**src/rtl/load_store_buffer.sv**
```systemverilog
// In-order load/store buffer between the LS issue port and the memory controller.
// Loads issue speculatively; stores wait for ROB commit; one access in flight.
module load_store_buffer #(
  parameter int LSBSIZE = 8,
  parameter int PTRW    = 3
) (
  input  logic        clk,
  input  logic        rst,
  input  logic        rdy,
  input  logic        ls_mission,
  input  logic [3:0]  ls_ins_rnm,
  input  logic [5:0]  ls_op_type,
  input  logic [31:0] ls_addr_offset,
  input  logic [31:0] ls_ins_rs1,
  input  logic [31:0] store_ins_rs2,
  output logic        lsb_full,
  input  logic        store_commit_flag,
  input  logic [3:0]  store_commit_rename,
  input  logic        rs_flush,
  output logic        store_ready_flag,
  output logic [3:0]  store_ready_rename,
  output logic        lsb_result_flag,
  output logic [3:0]  lsb_result_rename,
  output logic [31:0] lsb_result_value,
  output logic        mem_req,
  output logic        mem_we,
  output logic [31:0] mem_addr,
  output logic [31:0] mem_wdata,
  output logic [1:0]  mem_size,
  input  logic        mem_done,
  input  logic [31:0] mem_rdata
);

  localparam logic [5:0] OP_LB = 6'd11, OP_LH = 6'd12, OP_LW = 6'd13, OP_LBU = 6'd14,
                         OP_LHU = 6'd15, OP_SB = 6'd16, OP_SH = 6'd17, OP_SW = 6'd18;
  localparam logic [PTRW:0] FULL_CNT = (PTRW+1)'(LSBSIZE);
  localparam logic [PTRW:0] FULL_THR = (PTRW+1)'(LSBSIZE - 2);

  typedef enum logic {IDLE, WAIT} state_t;
  state_t state;

  logic [LSBSIZE-1:0] e_valid, e_store, e_commit;
  logic [3:0]         e_rnm  [LSBSIZE];
  logic [5:0]         e_op   [LSBSIZE];
  logic [31:0]        e_addr [LSBSIZE];
  logic [31:0]        e_data [LSBSIZE];
  logic [PTRW-1:0]    head, tail;
  logic [PTRW:0]      count;
  logic               abort;
  logic               in_store, push, pop, issue;

  function automatic logic [1:0] size_of(input logic [5:0] op);
    case (op)
      OP_LB, OP_LBU, OP_SB: size_of = 2'd0;
      OP_LH, OP_LHU, OP_SH: size_of = 2'd1;
      default:              size_of = 2'd2;
    endcase
  endfunction

  function automatic logic [31:0] extend(input logic [5:0] op, input logic [31:0] d);
    case (op)
      OP_LB:   extend = {{24{d[7]}}, d[7:0]};
      OP_LBU:  extend = {24'd0, d[7:0]};
      OP_LH:   extend = {{16{d[15]}}, d[15:0]};
      OP_LHU:  extend = {16'd0, d[15:0]};
      OP_LW:   extend = d;
      default: extend = d;
    endcase
  endfunction

  assign lsb_full = (count >= FULL_THR);

  always_comb begin
    in_store = (ls_op_type == OP_SB) || (ls_op_type == OP_SH) || (ls_op_type == OP_SW);
    push     = ls_mission && !rs_flush && (count != FULL_CNT);
    pop      = ((state == IDLE) && !e_valid[head] && (count != '0)) ||
               ((state == WAIT) && mem_done);
    // Issue is held off during a flush cycle so a doomed load never reaches memory.
    issue    = (state == IDLE) && !rs_flush && e_valid[head] &&
               (!e_store[head] || e_commit[head]);
  end

  always_ff @(posedge clk) begin
    if (rst) begin
      state              <= IDLE;
      head               <= '0;
      tail               <= '0;
      count              <= '0;
      abort              <= 1'b0;
      e_valid            <= '0;
      e_store            <= '0;
      e_commit           <= '0;
      store_ready_flag   <= 1'b0;
      store_ready_rename <= '0;
      lsb_result_flag    <= 1'b0;
      lsb_result_rename  <= '0;
      lsb_result_value   <= '0;
      mem_req            <= 1'b0;
      mem_we             <= 1'b0;
      mem_addr           <= '0;
      mem_wdata          <= '0;
      mem_size           <= '0;
    end else if (rdy) begin
      store_ready_flag <= 1'b0;
      lsb_result_flag  <= 1'b0;

      if (rs_flush) begin
        for (int unsigned i = 0; i < LSBSIZE; i++)
          if (!(e_store[i] && e_commit[i])) e_valid[i] <= 1'b0;
      end else if (store_commit_flag) begin
        for (int unsigned i = 0; i < LSBSIZE; i++)
          if (e_valid[i] && e_store[i] && (e_rnm[i] == store_commit_rename))
            e_commit[i] <= 1'b1;
      end

      case (state)
        IDLE: if (issue) begin
          mem_req   <= 1'b1;
          mem_we    <= e_store[head];
          mem_addr  <= e_addr[head];
          mem_wdata <= e_data[head];
          mem_size  <= size_of(e_op[head]);
          state     <= WAIT;
        end
        WAIT: if (mem_done) begin
          if (!e_store[head] && !abort && !rs_flush) begin
            lsb_result_flag   <= 1'b1;
            lsb_result_rename <= e_rnm[head];
            lsb_result_value  <= extend(e_op[head], mem_rdata);
          end
          mem_req <= 1'b0;
          abort   <= 1'b0;
          state   <= IDLE;
        end else if (rs_flush && !e_store[head]) begin
          abort <= 1'b1;
        end
        default: state <= IDLE;
      endcase

      if (pop) begin
        e_valid[head] <= 1'b0;
        head          <= head + 1'b1;
      end

      if (push) begin
        e_valid[tail]  <= 1'b1;
        e_store[tail]  <= in_store;
        e_commit[tail] <= 1'b0;
        e_rnm[tail]    <= ls_ins_rnm;
        e_op[tail]     <= ls_op_type;
        e_addr[tail]   <= ls_ins_rs1 + ls_addr_offset;
        e_data[tail]   <= store_ins_rs2;
        tail           <= tail + 1'b1;
        if (in_store) begin
          store_ready_flag   <= 1'b1;
          store_ready_rename <= ls_ins_rnm;
        end
      end

      if (push && !pop)      count <= count + 1'b1;
      else if (pop && !push) count <= count - 1'b1;
    end
  end

endmodule

```
**config.mk**
```make
export PLATFORM = sky130hd
export DESIGN_NAME = load_store_buffer
export DESIGN_NICKNAME = d
export VERILOG_FILES = /design/src/rtl/load_store_buffer.sv
export SDC_FILE = /design/constraint.sdc
export NUM_CORES = 1
export LEC_CHECK = 0
export BUFFER_PORTS_ARGS = -buffer_cell sky130_fd_sc_hd__buf_2
export CORE_MARGIN = 4
export CORE_UTILIZATION = 45
export CTS_BUF_LIST = sky130_fd_sc_hd__clkbuf_4 sky130_fd_sc_hd__clkbuf_8
export DETAILED_ROUTE_END_ITERATION = 8
export SETUP_SLACK_MARGIN = 0.02
export SYNTH_ARGS = -nofsm -noshare
export SYNTH_HDL_FRONTEND = slang
export SYNTH_SLANG_ARGS = --single-unit
```
**constraint.sdc**
```tcl
create_clock -name clk -period 15.25 [get_ports clk]
set_input_delay 3.8125 -clock clk [delete_from_list [all_inputs] [get_ports clk]]
set_output_delay 3.8125 -clock clk [all_outputs]
set_load 0.01 [all_outputs]
```
# Yosys cells after proc, flatten, opt, wreduce, memory -nomap -nowiden
# Memories as Yosys holds them, arrays and structs flattened. A register that Yosys moved wholly into a read port is not among the register bits.
# Index checks and enable logic that the tools add are counted.
[totals]
reg_bits = 78
output_inout_bits = 111
inputBits = 149
mem_bits_rw = 592
mem_count = 4
wordCells = 179
[classes]
n_reduce_logical = 62
bitwise = 6
n_lt_le_gt_ge = 5
eq_ne = 20
n_mux = 62
n_addsub = 5
[memory_table]
columns = ["name", "words", "width", "rd", "rd_clocked_by_memory_dff", "wr", "line_no", "rtl"]
rows = [
  ["e_addr", 8, 32, 1, 1, 1, "45", "logic [31:0] e_addr [LSBSIZE];"],
  ["e_data", 8, 32, 1, 1, 1, "46", "logic [31:0] e_data [LSBSIZE];"],
  ["e_op", 8, 6, 1, 1, 1, "44", "logic [5:0] e_op [LSBSIZE];"],
  ["e_rnm", 8, 4, 9, 1, 1, "43", "logic [3:0] e_rnm [LSBSIZE];"],
]
[op_table]
columns = ["operator", "count"]
rows = [
  ["case mux 32 bit (4 select lines)", 1],
  ["2-to-1 mux 8 bit", 12],
  ["logical AND 1 bit", 39],
  ["2-to-1 mux 1 bit", 36],
  ["adder 32 bit", 1],
  ["equality test 4 bit", 8],
  ["equality test 6 x 5 -> 1 bit, second input constant", 5],
  ["equality test 6 x 4 -> 1 bit, second input constant", 4],
  ["AND 8 bit", 2],
  ["inverter 8 bit", 2],
  ["AND reduction 3 bit", 4],
  ["binary-select mux 1 bit (select 3 bit)", 3],
  ["bitwise mux 8 bit", 1],
  ["less-than comparator 3 x 4 -> 1 bit, second input constant", 2],
  ["2-to-1 mux 4 bit", 2],
  ["OR 8 bit", 1],
  ["adder 3 x 1 -> 3 bit, second input constant", 2],
  ["demux 1 bit (select 3 bit)", 2],
  [">= comparator 3 x 1 -> 1 bit, second input constant", 2],
  ["zero test 1 bit", 6],
  ["2-to-1 mux 3 bit", 2],
  ["AND reduction 2 bit", 3],
  ["OR reduction 3 bit", 2],
  ["adder 4 x 1 -> 4 bit, second input constant", 1],
  ["other kinds (11)", 17],
]

# Logic depth before layout (Yosys ltp)
# Gate-level depths: netlist of run 1.
[logic_depth]
ltp_word = 11
ltp_mapped = 17
depth_no_buf = 14

# Worst setup path after synthesis of run 1
# OpenSTA, ideal clock, no wires.
[synth_path]
kind = "input to register"
startpoint = "in rs_flush"
endpoint = "mem e_addr[1][0], enable pin"
cell_stages = 7
setup_time_ns = 0.599
path_slack_ns = 4.723
arrival_ns = 9.927
required_time_ns = 14.651
n_path_buf = 1
cell_sequence = "nand2b_1 a21oi_1 and2_1 clkbuf_1 nand2_1 or2_2 nor3_1"
[synth_between]
elab_chain_len = 7
[synth_rtl]
columns = ["element", "line_no", "rtl"]
rows = [
  ["from (decl)", "19", "input logic rs_flush,"],
  ["zero test 1 bit", "75", "push = ls_mission && !rs_flush && (count != FULL_CNT);"],
  ["logical AND 1 bit (2 in series)", "75", ""],
  ["2-to-1 mux 1 bit", "145", "if (push) begin"],
  ["2-to-1 mux 1 bit", "103", "end else if (rdy) begin"],
  ["2-to-1 mux 1 bit", "84", "if (rst) begin"],
  ["2-to-1 mux 1 bit (implied by the code)", "151", "e_addr[tail] <= ls_ins_rs1 + ls_addr_offset;"],
  ["to (decl)", "45", ""],
]
# No other way between the ends.

# Final worst setup path of run 1
[layout_path]
startpoint = "in rs_flush"
endpoint = "mem e_data[2][20], enable pin"
[layout_between]
elab_chain_len = 7
[layout_rtl]
columns = ["element", "line_no", "rtl"]
rows = [
  ["zero test 1 bit", "75", ""],
  ["logical AND 1 bit (2 in series)", "75", ""],
  ["2-to-1 mux 1 bit", "145", ""],
  ["2-to-1 mux 1 bit", "103", ""],
  ["2-to-1 mux 1 bit", "84", ""],
  ["2-to-1 mux 1 bit (implied by the code)", "152", "e_data[tail] <= store_ins_rs2;"],
  ["to (decl)", "46", ""],
]
# No other way between the ends.

==> results.sh, run 1 <==
export IMPL_slew_viol_final=0
export IMPL_numCtsBuffers=117
export IMPL_synthArstFlopShare=0
export IMPL_synth_area_leaders="edfxtp_1 59%, dfxtp_1 9.9%, nor2_1 2.7%"
export IMPL_synth_top_cell_area_share=0.5922
export IMPL_path_common_cell="nand2_1"
export IMPL_r2r_end="mem_addr[23]"
export IMPL_max_stage_delay_ns=0.87
export IMPL_p_seq_frac=0.482
export IMPL_cp_start_kind="input pin"
export IMPL_worstSetupPathType="in -> reg"
export IMPL_p_clk_frac=0.363
export IMPL_synth_seq_cells=741
export IMPL_antenna_found_initial=6
export IMPL_setup_viol=0
export IMPL_areaGrowthSynthToFinish_pct=15.48
export IMPL_dp_final_hpwl_um=47040
export IMPL_crit_path_cell_trace="buf_2, nand2b_1, a21oi_1, nand2_1, nor3_1, nand2_1, nor2_4, buf_4"
export IMPL_setup_tns_final_ns=0
export IMPL_min_period_ns=6.560
export IMPL_die_y_um=266.3
export IMPL_synthDistinctLibCells=71
export IMPL_detail_route_wl_per_cell_um=23.93
export IMPL_powerDensity_mw_per_mm2=138.0
export IMPL_place_ws_ns=8.035
export IMPL_whs_ns=0.4827
export IMPL_cts_tree="done"
export IMPL_fin_nets=2534
export IMPL_met1_usage=0.2962
export IMPL_grtUsageMet3=0.03703
export IMPL_post_route_period_util=0.4302
export IMPL_cts_root_buf="clkbuf_8"
export IMPL_drt_iter0_drc=1292
export IMPL_drc=0
export IMPL_internal_power_mw=3.499
export IMPL_grt_busiest_layer="met2"
export IMPL_yosysWarnings=0
export IMPL_route_detailed_vias_per_inst=5.752
export IMPL_synth_area_mm2=0.03002
export IMPL_r2r_cells=10
export IMPL_setup_ws_ns=8.690
export IMPL_cts_buffer_depth=3
export IMPL_cap_violations=0
export IMPL_cts_clk_slew_worst_paths_ns=0.06
export IMPL_coreArea_mm2=0.06598
export IMPL_grt_pass1_wl_um=118800
export IMPL_post_cts_buffers=0
export IMPL_peakVddDrop_mv=0.07380
export IMPL_cts_repair_resized=0
export IMPL_worst_pin_slew_ns=1.184
export IMPL_netSwitchingFraction=0.2685
export IMPL_hold_buffers=0
export IMPL_gr_total_overflow=0
export IMPL_wirelength_um=79420
export IMPL_slew_headroom=0.2109
export IMPL_drt_pass1_iterations=5
export IMPL_critPathSlowestCell="buf_4"
export IMPL_postSynthCellCount=2060
export IMPL_p_leak_nw=11.89
export IMPL_hp_start="store_ready_rename[1]"
export IMPL_yosysMostFrequentCell="edfxtp_1"
export IMPL_crit_required_ns=15.57
export IMPL_routabilityCongestion=0.8363
export IMPL_rsz0062_at_grt="false"
export IMPL_finClkSkew_ns=0.03075
export IMPL_hold_class="reg -> reg"
export IMPL_cts_sinks=741
export IMPL_die_w_um=266.3
export IMPL_finalHoldViolations=0
export IMPL_insertion_delay_ns=0.71
export IMPL_dieArea_mm2=0.07090
export IMPL_ant_nets=0
export IMPL_grtUsageTotal=0.2196
export IMPL_whs_path_depth=2
export IMPL_crit_path_max_fanout=51
export IMPL_grt_max_degree=80
export IMPL_rrSetupSlack_ns=10.48
export IMPL_placed_cell_area_mm2=0.03218
export IMPL_worst_r2r_startpoint="head[1]"
export IMPL_final_area_mm2=0.03466
export IMPL_fmax_ghz=0.1524
export IMPL_route_vias_total=19090
export IMPL_synth_nets=2247
export IMPL_ioPinCount=260
export IMPL_grt_pass1_vias=19110
export IMPL_seq_area_frac_synth=0.6916
export IMPL_yosysTopAreaCell="edfxtp_1"
export IMPL_outcome="finished clean"
export IMPL_drive_above_1_share=0.2595
export IMPL_arrival_ns=6.88
export IMPL_cp_end_kind="flop"
export IMPL_hold_end="store_ready_rename[1]"
export IMPL_netSwitchingPower_mw=1.284
export IMPL_htreeDepth=3
export IMPL_p_comb_frac=0.155
export IMPL_synth_common_cells="592 x edfxtp_1, 212 x nor2_1, 149 x dfxtp_1"
export IMPL_initial_core_util=0.4549
export IMPL_fill_cells=5581
export IMPL_port_buffers=259
export IMPL_synth_area_per_cell_um2=14.57
export IMPL_ys_flop_type="edfxtp_1"
export IMPL_grt_use_met2=0.3723
export IMPL_placementRows=94
export IMPL_synth_edf_count=592
## registers in the layout (all words and copies together) (netlist names), 8 cells and up, named ones only
signal and flops:
mem_wdata 32, e_op 48, e_commit 8, e_rnm 32, e_store 8, e_data 256
e_addr 256, lsb_result_value 32, e_valid 8, mem_addr 32
## through the flow
stage / cells / total power, mW / util
final: 3319 / 4.784 / 0.5254
after global routing: 3318 / 4.989 / 0.5253
after CTS: 3315 / 4.827 / 0.5252
after detailed placement: 3092 / 3.094 / 0.4877
after global placement: 3092 / 3.079 / 0.4877
after floorplan: 2060 / 2.820 / -
## power by group through the flow
stage	Combinational, mW	Clock (mW)	Sequential [mW]
finish	0.742	1.74	2.31
detailed placement	0.743	0	2.35
CTS	0.747	1.77	2.31
global route	0.805	1.87	2.31
floorplan	0.516	0	2.30
global placement	0.731	0	2.35
## per-layer routing
| metal | part of all wire | vias to the layer above |
|---|---|---|
| met3 | 0.064 | 96 |
| met2 | 0.49 | 663 |
| met5 | 0.00029 | - |
| met1 | 0.43 | 9670 |
| met4 | 0.018 | 4 |
| li1 | - | 8659 |
## critical path: cells and delay by family
kind | cells | cell delay (ns)
buf+inv | 2 | 1.03
simple gates | 5 | 1.61
compound gates | 1 | 0.33
## cells by family (layout without fill, tap and decap cells)
logic type / after synthesis / in the layout / synth area share
AOI/OAI and AO/OA: 480 / 480 / 0.1141
xor gates and xnor gates: 71 / 71 / 0.02072
adders and majority gates: 38 / 38 / 0.01634
buffers and inverters: 141 / 532 / 0.02180
DFF: 741 / 741 / 0.6916
muxes: 170 / 170 / 0.07328
other: 0 / 4 / 0
and+or+nand+nor: 419 / 419 / 0.06219
## worst max path at each step
stage                        start             to  cells past startpoint
final                     rs_flush  e_data[2][20]                      8
after floorplan           rs_flush   e_addr[1][0]                      7
after global routing      rs_flush  e_data[2][20]                      8
after detailed placement  rs_flush     e_op[2][5]                      8
after CTS                 rs_flush  e_data[2][20]                      8
after global placement    rs_flush     e_op[2][3]                      8
## final cells by class
class / instances / area (um2) / share of cell area
flip-flops and latches: 741 / 20770 / 0.5992
multi-input cells: 1178 / 8697 / 0.2509
clock buffers: 176 / 2153 / 0.06212
repair buffers: 296 / 1580 / 0.04559
well taps: 864 / 1081 / 0.03119
clock inverters: 47 / 322.8 / 0.009312
inverters: 13 / 48.80 / 0.001408
diodes: 4 / 10.01 / 0.0002888
## cells in the final DEF, fill, tap and decap left out, types with 21 or more instances in the layout
master	instances
edfxtp_1	592
buf_2	258
nor2_1	202
dfxtp_1	146
clkbuf_8	133
a21oi_1	124
nand2_1	98
a221oi_1	90
mux2i_1	78
a211oi_1	65
mux2_2	57
o21ai_0	44
clkbuf_4	43
xor2_1	38
buf_4	37
ha_1	36
mux4_2	34
xnor2_1	33
nand3_1	25
a311oi_1	25
a22oi_1	24
a21o_1	21
(Power assumes the default switching activity.)
==> run 2: changes to the inputs <==
--- a/config.mk
+++ b/config.mk
@@ -10,6 +10,7 @@
 export CORE_UTILIZATION = 45
 export CTS_BUF_LIST = sky130_fd_sc_hd__clkbuf_4 sky130_fd_sc_hd__clkbuf_8
 export DETAILED_ROUTE_END_ITERATION = 8
+export PLACE_DENSITY = 0.65
 export SETUP_SLACK_MARGIN = 0.02
 export SYNTH_ARGS = -nofsm -noshare
 export SYNTH_HDL_FRONTEND = slang
==> constraint.sdc (replaced) <==
create_clock -name clk -period 6 [get_ports clk]
set_input_delay 1.5 -clock clk [delete_from_list [all_inputs] [get_ports clk]]
set_output_delay 1.5 -clock clk [all_outputs]
set_load 0.01 [all_outputs]
==> run 2 against run 1 <==
Sequential power rose to 2.5 times the previous value. First-iteration DRC count up 19%. Global-route usage down 0.058 points. Worst hold slack better by 0.0015 ns. Combinational power grew to 2.6 times the previous value. Count of clock-buffer cells in the layout is 8 lower. Setup slack got worse by 6.8 ns. Final cell count decreased by 0.15%. Cell area rose by 0.47%. Critical path depth increased by 3. Die area did not move. Clock skew increased by 0.018 ns. Largest cell class unchanged.
==> results.sh, run 2 (same netlist as run 1, synthesis figures left out) <==
export IMPL_cts_root_buf="clkbuf_8"
export IMPL_peakVddDrop_mv=0.1748
export IMPL_drt_met1_wl_um=32380
export IMPL_top_layer_used="met5"
export IMPL_cts_buffer_depth=3
export IMPL_grtUsageTotal=0.2190
export IMPL_r2r_cells=7
export IMPL_slew_viol_final=0
export IMPL_place_ws_ns=1.278
export IMPL_route_detailed_vias_per_inst=5.757
export IMPL_crit_required_ns=6.43
export IMPL_grt_pass1_wl_um=117600
export IMPL_insertion_delay_ns=0.73
export IMPL_coreArea_mm2=0.06598
export IMPL_die_w_um=266.3
export IMPL_hp_start="lsb_result_value[0]"
export IMPL_slew_headroom=0.2637
export IMPL_hold_class="reg -> reg"
export IMPL_fmax_ghz=0.2414
export IMPL_cp_start_kind="input pin"
export IMPL_min_period_ns=4.143
export IMPL_post_route_period_util=0.6904
export IMPL_cts_sinks=741
export IMPL_setup_viol=0
export IMPL_final_area_mm2=0.03483
export IMPL_drt_iter0_drc=1543
export IMPL_port_buffers=259
export IMPL_whs_ns=0.4842
export IMPL_numCtsBuffers=116
export IMPL_cp_end_kind="flop"
export IMPL_post_cts_buffers=0
export IMPL_ant_nets=0
export IMPL_rrSetupSlack_ns=2.23
export IMPL_cts_repair_resized=0
export IMPL_grt_max_degree=97
export IMPL_fin_nets=2534
export IMPL_finClkSkew_ns=0.04893
export IMPL_cts_tree="done"
export IMPL_placed_cell_area_mm2=0.03228
export IMPL_grt_pass1_vias=18900
export IMPL_route_vias_total=19080
export IMPL_rsz0062_at_grt="false"
export IMPL_p_comb_frac=0.156
export IMPL_placementRows=94
export IMPL_worst_r2r_startpoint="head[1]"
export IMPL_hold_end="lsb_result_value[0]"
export IMPL_drc=0
export IMPL_netSwitchingFraction=0.2665
export IMPL_netSwitchingPower_mw=3.277
export IMPL_p_clk_frac=0.371
export IMPL_drive_above_1_share=0.2603
export IMPL_drt_pass1_iterations=5
export IMPL_dp_final_hpwl_um=47640
export IMPL_areaGrowthSynthToFinish_pct=16.02
export IMPL_initial_core_util=0.4549
export IMPL_outcome="finished clean"
export IMPL_worst_pin_slew_ns=1.102
export IMPL_fill_cells=5417
export IMPL_finalHoldViolations=0
export IMPL_detail_route_wl_per_cell_um=23.93
export IMPL_powerDensity_mw_per_mm2=353.1
export IMPL_wl_met3_um=6570
export IMPL_final_common_cell="edfxtp_1"
export IMPL_cap_violations=0
export IMPL_arrival_ns=4.58
export IMPL_htreeDepth=3
export IMPL_wirelength_um=79300
export IMPL_hold_buffers=0
export IMPL_reg_largest_list="e_addr x256, e_data x256, e_op x48"
export IMPL_layout_cells_non_filler=3314
export IMPL_worstSetupPathType="in -> reg"
export IMPL_gr_total_overflow=0
export IMPL_crit_path_max_fanout=8
export IMPL_setup_ws_ns=1.857
export IMPL_cts_clk_slew_worst_paths_ns=0.05
export IMPL_whs_path_depth=2
export IMPL_dieArea_mm2=0.07090
export IMPL_place_inst=3093
export IMPL_setup_tns_final_ns=0
export IMPL_die_y_um=266.3
export IMPL_ioPinCount=260
export IMPL_wl_met2_um=38490
export IMPL_r2r_end="mem_addr[30]"
export IMPL_final_cell_mix="592 x edfxtp_1, 258 x buf_2, 202 x nor2_1, 146 x dfxtp_1, 127 x clkbuf_8"
export IMPL_p_seq_frac=0.473
export IMPL_antenna_found_initial=5
export IMPL_p_leak_nw=11.93
export IMPL_internal_power_mw=9.021
export IMPL_routabilityCongestion=0.8784
[run 2: changes by cell type in the layout (fill, tap and decap cells not counted), moves of 2 or more]
cell	previous run	this run
nor3_2	6	2
clkbuf_4	43	41
clkbuf_8	133	127
buf_12	0	5
clkinv_1	19	14
bufinv_16	4	9
buf_4	37	33
nor3_4	0	4
[run 2: through the flow]
| step | total power, mW | utilization |
|---|---|---|
| finish | 12.30 | 0.5278 |
| global route | 12.82 | 0.5277 |
| CTS | 12.40 | 0.5277 |
| detailed placement | 7.843 | 0.4892 |
| global placement | 7.802 | 0.4892 |
| floorplan | 7.165 | - |
[run 2: power groups by stage]
stage	sequential, mW	combinational (mW)	clock, mW
6_report	5.82	1.92	4.56
5_1_grt	5.83	2.07	4.91
4_1_cts	5.82	1.92	4.65
3_5_place_dp	5.93	1.91	0
3_3_place_gp	5.93	1.88	0
2_1_floorplan	5.85	1.31	0
[run 2: area by class of cell]
class,count,area [um2],share of cell area
Timing Repair Buffer,297,1650,0.04739
Inverter,13,48.80,0.001401
Antenna cell,3,7.507,0.0002156
Tap cell,864,1081,0.03104
Clock buffer,168,2056,0.05903
Multi-Input combinational cell,1178,8727,0.2506
Sequential cell,741,20770,0.5964
Clock inverter,50,484.2,0.01390
[run 2: worst max path at each step]
stage	from	cells past startpoint	to
4_1_cts	ls_addr_offset[0]	11	e_addr[0][28]
3_3_place_gp	ls_addr_offset[0]	11	e_addr[1][30]
6_report	ls_addr_offset[0]	11	e_addr[6][28]
5_1_grt	ls_addr_offset[0]	11	e_addr[0][28]
2_1_floorplan	rs_flush	6	e_addr[7][0]
3_5_place_dp	ls_addr_offset[0]	11	e_addr[1][30]
[run 2: layer usage]
metal	vias to the layer above	GRT usage
met4	2	0.06625
met1	9482	0.2897
met5	-	0
met2	807	0.3665
li1	8653	-
met3	134	0.04737
[run 2: critical path, cell delays in order]
cell and delay (ns):
buf_2 0.10, ha_1 0.26, fa_1 0.43, a21o_1 0.21, nand4_1 0.12, a21oi_1 0.13, o41ai_2 0.43, nor4b_1 0.16
o311ai_1 0.59, a21oi_1 0.18, xor2_1 0.47
